===== config.mk =====
export PLATFORM = sky130hd
export DESIGN_NAME = alu_sequencer
export DESIGN_NICKNAME = d
export VERILOG_FILES = /design/src/rtl/alu_pkg.sv /design/src/rtl/seq_adder8.sv /design/src/rtl/alu_sequencer.sv
export SDC_FILE = /design/constraint.sdc
export NUM_CORES = 1
export LEC_CHECK = 0
export CAP_MARGIN = 20
export CORE_MARGIN = 8
export CORE_UTILIZATION = 55
export DETAILED_ROUTE_END_ITERATION = 12
export PLACE_DENSITY = 0.79
export SYNTH_ARGS = -nofsm -noshare
export SYNTH_HDL_FRONTEND = slang
export SYNTH_SLANG_ARGS = --single-unit

===== constraint.sdc =====
create_clock -name CLK -period 4 [get_ports CLK]
set_clock_uncertainty 0.05 [all_clocks]
set_input_delay 0.6 -clock CLK [delete_from_list [all_inputs] [get_ports CLK]]
set_output_delay 0.6 -clock CLK [all_outputs]
set_load 0.1 [all_outputs]

===== src/rtl/alu_pkg.sv =====
// Shared encodings and constants for the 8-bit ALU sequencer.
package alu_pkg;

  localparam int unsigned DW       = 8;
  localparam int unsigned RW       = 16;
  localparam int unsigned MUL_ITER = 8;
  localparam int unsigned CNT_W    = 3;

  localparam logic [1:0] OP_ADD = 2'b00;
  localparam logic [1:0] OP_SUB = 2'b01;
  localparam logic [1:0] OP_MUL = 2'b10;
  localparam logic [1:0] OP_ILL = 2'b11;

  localparam logic [1:0] S_IDLE = 2'd0;
  localparam logic [1:0] S_EXEC = 2'd1;
  localparam logic [1:0] S_MUL  = 2'd2;
  localparam logic [1:0] S_DN   = 2'd3;

endpackage


===== src/rtl/seq_adder8.sv =====
// Shared 8-bit adder with carry-in and carry-out.
module seq_adder8
  import alu_pkg::*;
(
  input  logic [DW-1:0] IA,
  input  logic [DW-1:0] IB,
  input  logic          cin,
  output logic [DW-1:0] IS,
  output logic          cout
);

  assign {cout, IS} = {1'b0, IA} + {1'b0, IB} + {(DW)'(0), cin};

endmodule


===== src/rtl/alu_sequencer.sv =====
// Multi-cycle ADD/SUB/MUL sequencer around one shared 8-bit adder.
// MUL is a right-shifting shift-add over MUL_ITER iterations.
module alu_sequencer
  import alu_pkg::*;
(
  input  logic          CLK,
  input  logic          RST,
  input  logic          START,
  input  logic [1:0]    OP,
  input  logic [DW-1:0] A,
  input  logic [DW-1:0] B,
  output logic          BUSY,
  output logic          DONE,
  output logic [RW-1:0] RES,
  output logic          V,
  output logic          C,
  output logic          ERR
);

  logic [1:0]       r_state, w_state_nxt;
  logic [DW-1:0]    r_a, w_a_nxt;
  logic [DW-1:0]    r_b, w_b_nxt;
  logic [1:0]       r_op, w_op_nxt;
  logic [RW-1:0]    r_p, w_p_nxt;
  logic [CNT_W-1:0] r_cnt, w_cnt_nxt;
  logic [RW-1:0]    r_res, w_res_nxt;
  logic             r_v, w_v_nxt;
  logic             r_c, w_c_nxt;
  logic             r_err, w_err_nxt;
  logic             r_busy, w_busy_nxt;
  logic             r_done, w_done_nxt;

  logic [DW-1:0]    w_add_a, w_add_b, w_sum;
  logic             w_add_cin, w_cout;
  logic             w_mul_c;
  logic [DW-1:0]    w_mul_s;
  logic [RW-1:0]    w_mul_p;

  // Adder operand mux: MUL accumulates A into P's upper byte, SUB uses A + ~B + 1
  always_comb begin
    w_add_a   = r_a;
    w_add_b   = r_b;
    w_add_cin = 1'b0;
    if (r_state == S_MUL) begin
      w_add_a = r_p[RW-1:DW];
      w_add_b = r_a;
    end else if (r_op == OP_SUB) begin
      w_add_b   = ~r_b;
      w_add_cin = 1'b1;
    end
  end

  seq_adder8 u_adder (
    .IA   (w_add_a),
    .IB   (w_add_b),
    .cin  (w_add_cin),
    .IS   (w_sum),
    .cout (w_cout)
  );

  assign w_mul_c = r_p[0] ? w_cout : 1'b0;
  assign w_mul_s = r_p[0] ? w_sum  : r_p[RW-1:DW];
  assign w_mul_p = {w_mul_c, w_mul_s, r_p[DW-1:1]};

  // Next-state and next-output logic
  always_comb begin
    w_state_nxt = r_state;
    w_a_nxt     = r_a;
    w_b_nxt     = r_b;
    w_op_nxt    = r_op;
    w_p_nxt     = r_p;
    w_cnt_nxt   = r_cnt;
    w_res_nxt   = r_res;
    w_v_nxt     = r_v;
    w_c_nxt     = r_c;
    w_err_nxt   = r_err;
    w_done_nxt  = 1'b0;

    case (r_state)
      S_IDLE: begin
        if (START) begin
          w_a_nxt   = A;
          w_b_nxt   = B;
          w_op_nxt  = OP;
          w_err_nxt = 1'b0;
          if (OP == OP_MUL) begin
            w_state_nxt = S_MUL;
            w_p_nxt     = {(DW)'(0), B};
            w_cnt_nxt   = '0;
          end else begin
            w_state_nxt = S_EXEC;
          end
        end
      end
      S_EXEC: begin
        w_state_nxt = S_DN;
        w_done_nxt  = 1'b1;
        case (r_op)
          OP_ADD, OP_SUB: begin
            w_res_nxt = {(DW)'(0), w_sum};
            w_c_nxt   = w_cout;
            w_v_nxt   = (r_a[DW-1] == w_add_b[DW-1]) && (w_sum[DW-1] != r_a[DW-1]);
            w_err_nxt = 1'b0;
          end
          default: begin
            w_res_nxt = '0;
            w_c_nxt   = 1'b0;
            w_v_nxt   = 1'b0;
            w_err_nxt = (r_op == OP_ILL);
          end
        endcase
      end
      S_MUL: begin
        w_p_nxt   = w_mul_p;
        w_cnt_nxt = CNT_W'(r_cnt + 1'b1);
        if (r_cnt == CNT_W'(MUL_ITER - 1)) begin
          w_state_nxt = S_DN;
          w_done_nxt  = 1'b1;
          w_res_nxt   = w_mul_p;
          w_v_nxt     = 1'b0;
          w_c_nxt     = |w_mul_p[RW-1:DW];
        end
      end
      S_DN: begin
        w_state_nxt = S_IDLE;
      end
      default: begin
        w_state_nxt = S_IDLE;
      end
    endcase

    w_busy_nxt = (w_state_nxt != S_IDLE);
  end

  always_ff @(posedge CLK or posedge RST) begin
    if (RST) begin
      r_state <= S_IDLE;
      r_a     <= '0;
      r_b     <= '0;
      r_op    <= OP_ADD;
      r_p     <= '0;
      r_cnt   <= '0;
      r_res   <= '0;
      r_v     <= 1'b0;
      r_c     <= 1'b0;
      r_err   <= 1'b0;
      r_busy  <= 1'b0;
      r_done  <= 1'b0;
    end else begin
      r_state <= w_state_nxt;
      r_a     <= w_a_nxt;
      r_b     <= w_b_nxt;
      r_op    <= w_op_nxt;
      r_p     <= w_p_nxt;
      r_cnt   <= w_cnt_nxt;
      r_res   <= w_res_nxt;
      r_v     <= w_v_nxt;
      r_c     <= w_c_nxt;
      r_err   <= w_err_nxt;
      r_busy  <= w_busy_nxt;
      r_done  <= w_done_nxt;
    end
  end

  assign BUSY = r_busy;
  assign DONE = r_done;
  assign RES  = r_res;
  assign V    = r_v;
  assign C    = r_c;
  assign ERR  = r_err;

endmodule


* Word-level counts from Yosys, hierarchy flattened *
Cells that the tools add are included.

storage, ports and cells
  bits in registers = 60
  bits in latches = 0
  bits in writable memories = 0
  bits in read-only memories = 0
  bits of input ports = 21
  output and inout bits = 21
  word-level logic and storage cells = 72
  memories = 0

cells by class
  add/sub/neg operators = 3
  multiply operators = 0
  divide/modulo/power cells = 0
  magnitude comparators = 0
  equality and inequality tests = 12
  shift-type cells = 0
  muxes and demuxes = 31
  bitwise logic cells = 1
  reductions and logical operators = 13

operators by type and width
  operator                                                                 number
  16-bit case mux with 2 select lines                                      2
  16-bit 2-to-1 mux                                                        3
  8-bit 2-to-1 mux                                                         5
  1-bit 2-to-1 mux                                                         10
  8-bit by 8-bit adder with 9-bit output                                   1
  9-bit by 1-bit adder with 9-bit output                                   1
  2-bit == test, second input constant                                     4
  8-bit inverter                                                           1
  1-bit case mux with 2 select lines                                       4
  2-bit case mux with 4 select lines                                       1
  2-bit nonzero test                                                       4
  8-bit OR reduction                                                       1
  2-bit 2-to-1 mux                                                         3
  3-bit 2-to-1 mux                                                         2
  3-bit case mux with 2 select lines                                       1
  2-bit AND reduction                                                      3
  2-bit by 1-bit == test with 1-bit output, second input constant          2
  2-bit zero test                                                          2
  2-bit inequality test, second input constant                             2
  3-bit by 1-bit adder with 3-bit output, second input constant            1
  3-bit == test, second input constant                                     1
  3-bit AND reduction                                                      1
  2-bit by 1-bit inequality test with 1-bit output, second input constant  1
  2-bit OR reduction                                                       1
  other kinds (3)                                                          3

* Depth between registers and ports, before layout *
Gate-level depths: netlist (run 1).

  depth after elaboration = 9
  mapped depth = 15
  mapped depth without buffers = 13

* Hierarchy *
A second synthesis (run 1) with hierarchy kept.

second synthesis, totals
  cell total of the unflattened synthesis = 323
  area total of the unflattened synthesis = 3334.4 um^2

modules (own cells, without submodules)
  module         times used  cells an instance  area each (um^2)  seq. area each (um^2)
  alu_sequencer  1           281                3002.9            1501.4
  seq_adder8     1           42                 331.6             0.0

* Least setup slack after synthesis (run 1) *
OpenSTA, ideal clock, no wires.

  kind = register -> register
  from = register r_state[0]
  to = register r_res[11] (netlist: RES[11])
  library setup time = 123 ps
  data arrival time = 3170 ps
  required time = 3827 ps
  slack = 657 ps
  cell stages (with the launch flop) = 16
  buffers on the path = 2
  clock period less this slack = 3343 ps
  path through = dfrtp_1 inv_1 ha_1 buf_1 clkbuf_1 nand2_1 o21ai_0 fa_1 inv_1 fa_1 nand2b_1 a21oi_1 xor2_1 mux2i_1 a21oi_1 a22o_1

on the way
  word-level cells in the longest chain between the ends = 7
  elaborated cells on any way between the ends = 13
  classes of those cells = add/sub (2); eq/ne (3); mux (6); reduce/logical (2)

ends and longest elaborated chain
  item                                    RTL line                                  RTL
  from (decl)                             alu_sequencer.sv:20                       logic [1:0] r_state, w_state_nxt;
  from (signal assigned)                  alu_sequencer.sv:150                      r_state <= w_state_nxt;
  2-bit == test                           alu_sequencer.sv:44, alu_sequencer.sv:79
  8-bit 2-to-1 mux                        alu_sequencer.sv:44                       if (r_state == S_MUL) begin
  8-bit by 8-bit adder with 9-bit output  seq_adder8.sv:12                          assign {cout, IS} = {1'b0, IA} + {1'b0, IB} + {(DW)'(0), cin};
  9-bit by 1-bit adder with 9-bit output  seq_adder8.sv:12
  8-bit 2-to-1 mux                        alu_sequencer.sv:62                       assign w_mul_s = r_p[0] ? w_sum : r_p[RW-1:DW];
  16-bit 2-to-1 mux                       alu_sequencer.sv:116                      if (r_cnt == CNT_W'(MUL_ITER - 1)) begin
  16-bit case mux with 2 select lines     alu_sequencer.sv:79                       case (r_state)
  to (signal assigned)                    alu_sequencer.sv:156                      r_res <= w_res_nxt;
  to (decl)                               alu_sequencer.sv:26                       logic [RW-1:0] r_res, w_res_nxt;

Parallel ways exist; a longest one is shown, timed or not. The select of a mux whose other input is x is not followed.
A chain may end at the register's enable or synchronous reset.

* Final worst setup path (run 1) *
Same ends and word-level chain as after synthesis.

==> qor.txt, run 1 <==
Global route overflow = 0
Setup Buffers After CTS = 0
Endpoint type of the worst setup path = flop
Top cells by area, synth = dfrtp_1 44%, mux2_2 9.3%, nand2_1 6.0%
# diodes = 0
Post-synth EDFFs = 0
I/O pin count = 42
GP Congestion = 0.892
Initial Util = 57.2%
DP Wirelength = 5.76 mm
Pre-antenna DRT Iters = 4
Compound-Gate Fraction of Synth Area = 15.7%
Total CTS buffers = 9
Simple logic cell fraction of the synthesized area = 13.3%
Cell variety after synth = 45
Worst-Margin Slew = 0.977 ns
Post-synth ARST share = 100%
Hold buffers post-CTS = 0
First-pass GRT wire length = 12.8 mm
Clock slew at reported path FFs = 0.06 ns
WL per Instance = 16.5 µm
Antenna-violating nets left = 0
CTS Buffer Depth = 2
Worst endpoint required time = 4.19 ns
Yosys reg bits = 60
Synth warnings = 0
F_max = 291 MHz
Worst setup SP type = flop
Final Hold Vio Count = 0
Min-delay worst type = flop to flop
Via/cell ratio = 5.59
RSZ-0062 raised after global routing = false
Area Growth Syn to Fin = 18.7%
Vias in the first global route = 2574
Outcome = complete, no violations
Drt total wl = 7.67 mm
Dominant combinational cell family by area after synthesis = compound AO/OA/AOI/OAI gates
Syn Nets = 384
Area occupied by multi-input gates = 1760 µm²
Die area = 8920 µm²
Fill count = 473
Worst path arrival time = 3.62 ns
First DRT Iteration DRCs = 130
Post-Syn Area = 3380 µm²
DRC errors left = 0
Post-synthesis cell count = 348
Period Utilization, post-route = 86.0%
Synth Area per Inst = 9.73 µm²
Clock network latency to the later pin of the worst-skew pair = 0.35 ns
Initial antenna violation count = 0
Prevailing post-synth register cell = dfrtp_1
Sequential area share after synthesis = 44.4%
Layout cells sized above 1 = 14.1%
H-tree depth = 3
Post-synth top area share = 44.4%
CP max FO = 10
Critical path type = flop to flop
Adder-cell area share of the yosys netlist = 5.99%
Register area = 1500 µm²
# clock sinks = 60
Final min period = 3.44 ns
Max_slew headroom = 34.7%
Max-slew violations = 0
CTS root buffer = clkbuf_8
Width of the die = 94.4 µm
Leading area contributor after synthesis = dfrtp_1
Core Rows = 28
Pin count of the biggest net entering global routing = 41
Core area = 5920 µm²
Nets@finish = 423
XOR/XNOR Fraction of Synth Area = 3.88%
CTS tree = done
Die H = 94.4 µm
GRT Util Overall = 18.5%
Resize count post-CTS = 0
Total Negative Setup Slacks = 0 ns
Vias = 2605
Mux share of post-synthesis cell area = 12.9%
Max-Cap Viols = 0
Final Setup Violations = 0
Quantity of I/O buffers inserted on ports = 41
-- layer usage --
| metal | share of wire (%) | wire (µm) | vias to the layer above | track usage (%) |
|---|---|---|---|---|
| met2 | 45 | 3450 | 59 | 28.1 |
| met5 | 0 | 0 | - | 0 |
| met3 | 6.0 | 460 | 10 | 4.92 |
| li1 | - | - | 1295 | - |
| met1 | 47 | 3620 | 1241 | 24.1 |
| met4 | 1.8 | 135 | 0 | 8.85 |
-- layout by cell type, fill, tap and decap left out, types with 8 or more instances in the layout --
master and instances:
o21ai_1 31, nand2_1 54, inv_1 8, nor2_1 14, ha_1 13, xnor2_1 12, clkbuf_8 11, mux2i_1 10
dfrtp_1 60, mux2_2 28, a22oi_1 8, a21oi_1 15, o21ai_0 16, clkdlybuf4s50_1 41
-- registers in the layout, indices dropped and copies added (netlist names) --
name     count
ERR          1
DONE         1
r_op         2
BUSY         1
C            1
r_p         16
r_cnt        3
r_a          8
V            1
r_b          8
r_state      2
RES         16
-- area by class of cell --
class	instances	area share, %
multi-input combinational	259	43.8
clock buffer	13	3.96
timing repair buffer	47	11.3
clock inverter	2	0.249
inverter	10	0.935
tap	75	2.34
sequential	60	37.4
-- critical path, stage by stage, from the launching register on --
cell      delay (ns)
dfrtp_1         0.38
inv_1           0.09
ha_1            0.21
nor2_1          0.54
and2_1          0.24
fa_1            0.23
inv_1           0.07
fa_1            0.40
nand2b_1        0.19
a21oi_1         0.25
xor2_1          0.13
mux2i_1         0.19
a21oi_1         0.11
a22o_1          0.24
-- synth_stat cells, drive strengths merged, types with 2 or more instances --
cell type and instances:
a211oi 3, a21o 2, a21oi 15, a22oi 8, a31oi 3, and2 2, buf 7, clkbuf 12
dfrtp 60, fa 2, ha 13, inv 9, mux2 28, mux2i 12, nand2 54, nand2b 6
nand3 5, nor2 14, nor2b 6, nor3 6, o211ai 3, o21ai 48, o22ai 2, or2 2
xnor2 12, xor2 3
-- stage by stage --
stage	hold WS, ns	area (µm²)	worst slack, ns	cells	util, %
2_1_floorplan	0.400	3380	0.657	348	-
3_3_place_gp	0.411	3850	0.720	451	65.0
3_5_place_dp	0.422	3850	0.580	451	65.0
4_1_cts	0.434	4020	0.568	466	67.8
5_1_grt	0.462	4020	0.349	466	67.8
6_report	0.425	4020	0.561	466	67.8
-- final timing paths --
| check | from | end | slack [ns] | depth (start not counted) |
|---|---|---|---|---|
| setup / recovery | r_state[0]$_DFF_PP0_ | RES[11]$_DFFE_PP0P_ | 0.56 | 13 |
| hold / removal | RES[3]$_DFFE_PP0P_ | RES[3]$_DFFE_PP0P_ | 0.43 | 2 |
| max in group asynchronous | RST | r_p[15]$_DFFE_PP0P_ | 2.45 | 3 |
| setup reg to reg | r_state[0]$_DFF_PP0_ | RES[11]$_DFFE_PP0P_ | 0.56 | 13 |
| min in group asynchronous | RST | r_cnt[0]$_DFFE_PP0P_ | 0.66 | 2 |
| hold reg to reg | RES[3]$_DFFE_PP0P_ | RES[3]$_DFFE_PP0P_ | 0.43 | 2 |
-- kinds of logic (layout without fill, tap and decap cells) --
| group | count (synthesis) | count (layout) |
|---|---|---|
| compound gates | 89 | 89 |
| simple gates | 100 | 100 |
| mux | 40 | 40 |
| fa+ha+maj | 15 | 15 |
| flops | 60 | 60 |
| xor+xnor | 15 | 15 |
| buf+inv | 29 | 72 |
Power of run 1 is not shown: default switching activity piles up to over one toggle a cycle in this logic, so the estimate is an artifact.
==> run 2: changes to the inputs <==
- CTS_BUF_LIST: unset -> sky130_fd_sc_hd__clkbuf_16
- clock period: 4 -> 4.5 ns (I/O delays scaled with it)
==> qor.txt, run 2 (synthesis results as in run 1) <==
Layout cells sized above 1 = 13.5%
Nets@finish = 424
# diodes = 0
DP Wirelength = 6.09 mm
R2R cell count = 11
Hold Crit Start = RES[0]$_DFFE_PP0P_
Commonest non-fill, non-tap cell in the layout = dfrtp_1
Pre-antenna DRT Iters = 4
Critical path buffer and inverter count = 2
Endpoint type of the worst setup path = flop
Global route overflow = 0
RSZ-0062 raised after global routing = false
Most frequent cells in the layout = 60 x dfrtp_1, 54 x nand2_1, 41 x clkdlybuf4s50_1
Period Utilization, post-route = 79.0%
Quantity of I/O buffers inserted on ports = 41
Core Rows = 28
CP max FO = 26
Die H = 94.4 µm
F_max = 281 MHz
I/O pin count = 42
CTS Buffer Depth = 2
Core area = 5920 µm²
Hold worst-path end = RES[0]$_DFFE_PP0P_
Min-delay worst type = flop to flop
R2R Path End = V$_DFFE_PP0P_
Final Setup Violations = 0
Pin count of the biggest net entering global routing = 35
Resize count post-CTS = 0
Critical path type = flop to flop
FF-to-FF setup slack = 0.94 ns
First DRT Iteration DRCs = 225
GRT Util Overall = 19.5%
CP dominant cell by count = ha_1
Drt total wl = 8.21 mm
CTS root buffer = clkbuf_16
Critical-path top delay cell = ha_1
H-tree depth = 3
Total Negative Setup Slacks = 0 ns
Worst path arrival time = 3.71 ns
# clock sinks = 60
CP peak stage delay = 0.56 ns
Final min period = 3.56 ns
Worst-Margin Slew = 0.977 ns
Vias = 2746
Total CTS buffers = 9
Initial Util = 57.2%
Vias in the first global route = 2726
CTS tree = done
Max-Cap Viols = 0
Hold depth = 2
Clock slew at reported path FFs = 0.05 ns
Width of the die = 94.4 µm
Max-slew violations = 0
Hold buffers post-CTS = 0
Area Growth Syn to Fin = 21.3%
Cells along the critical path = inv_1 -> ha_1 -> buf_4 -> o21ai_0 -> ha_1 -> a21oi_1 -> o21ai_2 -> a31oi_1 -> xnor2_1 -> nor2_1 -> a221o_1
CP top delay family = compound AO/OA/AOI/OAI gates
Die area = 8920 µm²
WL per Instance = 17.6 µm
Max_slew headroom = 33.6%
Core Util, Final = 69.3%
Initial antenna violation count = 0
Final Hold Vio Count = 0
Antenna-violating nets left = 0
Worst setup SP type = flop
Worst endpoint required time = 4.65 ns
DRC errors left = 0
Placed inst area = 3850 µm²
Outcome = complete, no violations
Clock network latency to the later pin of the worst-skew pair = 0.32 ns
GP Congestion = 0.969
First-pass GRT wire length = 13.5 mm
Final Instance Area = 4100 µm²
RR Startpoint = r_state[0]$_DFF_PP0_
Via/cell ratio = 5.88
Setup Buffers After CTS = 0
[run 2: cell types whose count changed in the layout (fill, tap and decap cells not counted), sizes merged]
cell / before / now
buf: 6 / 7
clkinv: 3 / 6
clkbuf: 13 / 9
inv: 9 / 10
[run 2: through the flow]
stage / cells / worst slack (ns) / hold WS [ns]
global route: 467 / 0.612 / 0.456
floorplan: 348 / 1.16 / 0.400
detailed placement: 452 / 1.03 / 0.422
CTS: 467 / 0.977 / 0.432
global placement: 452 / 1.14 / 0.410
finish: 467 / 0.943 / 0.427
[run 2: worst min-delay path, cell delays in order (launching register included)]
cell,delay (ns)
dfrtp_1,0.33
nand2_1,0.05
o21ai_0,0.06
[run 2: how the worst max path moves through the flow]
stage	start	to	slack, ns	cells after the start
2_1_floorplan	r_state[0]$_DFF_PP0_	RES[11]$_DFFE_PP0P_	1.16	15
3_3_place_gp	r_state[0]$_DFF_PP0_	V$_DFFE_PP0P_	1.14	11
3_5_place_dp	r_state[0]$_DFF_PP0_	V$_DFFE_PP0P_	1.03	11
4_1_cts	r_state[0]$_DFF_PP0_	V$_DFFE_PP0P_	0.98	11
5_1_grt	r_state[0]$_DFF_PP0_	r_p[13]$_DFFE_PP0P_	0.61	13
6_report	r_state[0]$_DFF_PP0_	V$_DFFE_PP0P_	0.94	11
[run 2: area by class of cell]
cell class / count / area, µm²
clock buffer: 9 / 225
clock inverter: 6 / 23.8
fill: 487 / 1820
inverter: 10 / 37.5
multi-input combinational: 259 / 1760
sequential: 60 / 1500
tap: 75 / 93.8
timing repair buffer: 48 / 463
[run 2: layer usage]
| metal | vias to the layer above | part of all wire, % | GRT usage [%] |
|---|---|---|---|
| met1 | 1318 | 44 | 26.0 |
| li1 | 1309 | - | - |
| met3 | 16 | 7.2 | 3.73 |
| met5 | - | 0 | 0 |
| met4 | 0 | 2.1 | 9.51 |
| met2 | 103 | 47 | 29.8 |
Power of run 2 is left out for the same reason.
==> run 3: changes to the inputs <==
- clock period: 4.5 -> 3.7 ns (I/O delays scaled with it)
==> qor.txt, run 3 (synthesis results as in run 1) <==
Final Hold Vio Count = 0
Critical-path top delay cell = ha_1
WL per Instance = 17.1 µm
R2R Path End = V$_DFFE_PP0P_
Total CTS buffers = 9
Max-Cap Viols = 0
CP startpoint = r_state[0]$_DFF_PP0_
Final Setup Violations = 0
Initial antenna violation count = 0
Vias in the first global route = 2769
First DRT Iteration DRCs = 127
CTS Buffer Depth = 2
Core area = 5920 µm²
CP Capture Point = V$_DFFE_PP0P_
Worst path arrival time = 3.53 ns
Width of the die = 94.4 µm
Most frequent cells in the layout = 60 x dfrtp_1, 54 x nand2_1, 41 x clkdlybuf4s50_1
Worst-Margin Slew = 0.984 ns
Resize count post-CTS = 0
FF-to-FF setup slack = 0.33 ns
Area Growth Syn to Fin = 22.9%
Initial Util = 57.2%
Antenna-violating nets left = 0
Total Negative Setup Slacks = 0 ns
Vias = 2732
CP dominant cell by count = ha_1
H-tree depth = 3
Die area = 8920 µm²
Pin count of the biggest net entering global routing = 34
Max_slew headroom = 34.2%
Global route overflow = 0
RSZ-0062 raised after global routing = false
Nets@finish = 427
Die H = 94.4 µm
Quantity of I/O buffers inserted on ports = 41
Layout cells sized above 1 = 15.2%
CTS root buffer = clkbuf_16
Outcome = complete, no violations
Via/cell ratio = 5.81
Drt total wl = 8.02 mm
Pre-antenna DRT Iters = 5
F_max = 296 MHz
GP Congestion = 0.898
Fill count = 444
Worst endpoint required time = 3.86 ns
DRC errors left = 0
Setup Buffers After CTS = 0
Clock slew at reported path FFs = 0.05 ns
CP max FO = 22
Max-slew violations = 0
Critical path type = flop to flop
Register area = 1500 µm²
First-pass GRT wire length = 13.2 mm
RR Startpoint = r_state[0]$_DFF_PP0_
Hold buffers post-CTS = 0
Area occupied by multi-input gates = 1760 µm²
Clock network latency to the later pin of the worst-skew pair = 0.33 ns
Endpoint type of the worst setup path = flop
R2R cell count = 11
Core Rows = 28
Final min period = 3.37 ns
GRT Util Overall = 19.2%
Cells along the critical path = inv_1 -> ha_1 -> buf_4 -> o21ai_0 -> ha_1 -> a21oi_1 -> clkinv_1 -> a31oi_1 -> xnor2_1 -> nor2_1 -> a221o_1
Period Utilization, post-route = 91.2%
Worst setup SP type = flop
Commonest non-fill, non-tap cell in the layout = dfrtp_1
CTS tree = done
DP Wirelength = 5.95 mm
CP peak stage delay = 0.52 ns
Min-delay worst type = flop to flop
I/O pin count = 42
# clock sinks = 60
# diodes = 0
-- run 3: critical path, delay by kind of cell (launching register included) --
| family | cells | cell delay [ns] |
|---|---|---|
| AO/OA/AOI/OAI | 4 | 0.96 |
| adder cells (fa/ha/maj) | 2 | 0.94 |
| buffers and inverters | 3 | 0.58 |
| flip-flops | 1 | 0.41 |
| XOR/XNOR | 1 | 0.21 |
| AND/OR/NAND/NOR | 1 | 0.09 |
-- run 3: metrics by stage --
step           area, µm²  setup slack (ns)  utilization (%)  std cells  hold WS (ns)
6_report            4160             0.326             70.2        470         0.429
5_1_grt             4160            0.0493             70.2        470         0.464
4_1_cts             4160             0.382             70.2        470         0.431
3_5_place_dp        3880             0.404             65.5        455         0.419
3_3_place_gp        3880             0.497             65.5        455         0.411
2_1_floorplan       3380             0.357                -        348         0.400
-- run 3: worst min path at each step --
stage,from,endpoint,slack (ns),cells after the start
2_1_floorplan,r_cnt[0]$_DFFE_PP0P_,r_cnt[0]$_DFFE_PP0P_,0.40,1
3_5_place_dp,RES[3]$_DFFE_PP0P_,RES[3]$_DFFE_PP0P_,0.42,2
4_1_cts,r_cnt[0]$_DFFE_PP0P_,r_cnt[0]$_DFFE_PP0P_,0.43,1
5_1_grt,r_cnt[0]$_DFFE_PP0P_,r_cnt[0]$_DFFE_PP0P_,0.46,1
6_report,RES[6]$_DFFE_PP0P_,RES[6]$_DFFE_PP0P_,0.43,2
3_3_place_gp,RES[3]$_DFFE_PP0P_,RES[3]$_DFFE_PP0P_,0.41,2
-- run 3: area by class of cell --
cell class              instances  area share, %
flip-flops and latches         60           36.1
clock inverters                 6           1.35
inverters                      10          0.903
multi-input cells             259           42.3
well taps                      75           2.26
repair buffers                 51           11.7
clock buffers                   9           5.42
-- run 3: metal layers --
layer / up-vias / track usage, % / part of all wire [%]
met5: - / 0 / 0
met4: 0 / 9.38 / 2.7
met3: 18 / 5.48 / 6.6
met2: 115 / 29.1 / 45
met1: 1297 / 24.7 / 46
li1: 1302 / - / -
Power of run 3 is left out for the same reason.
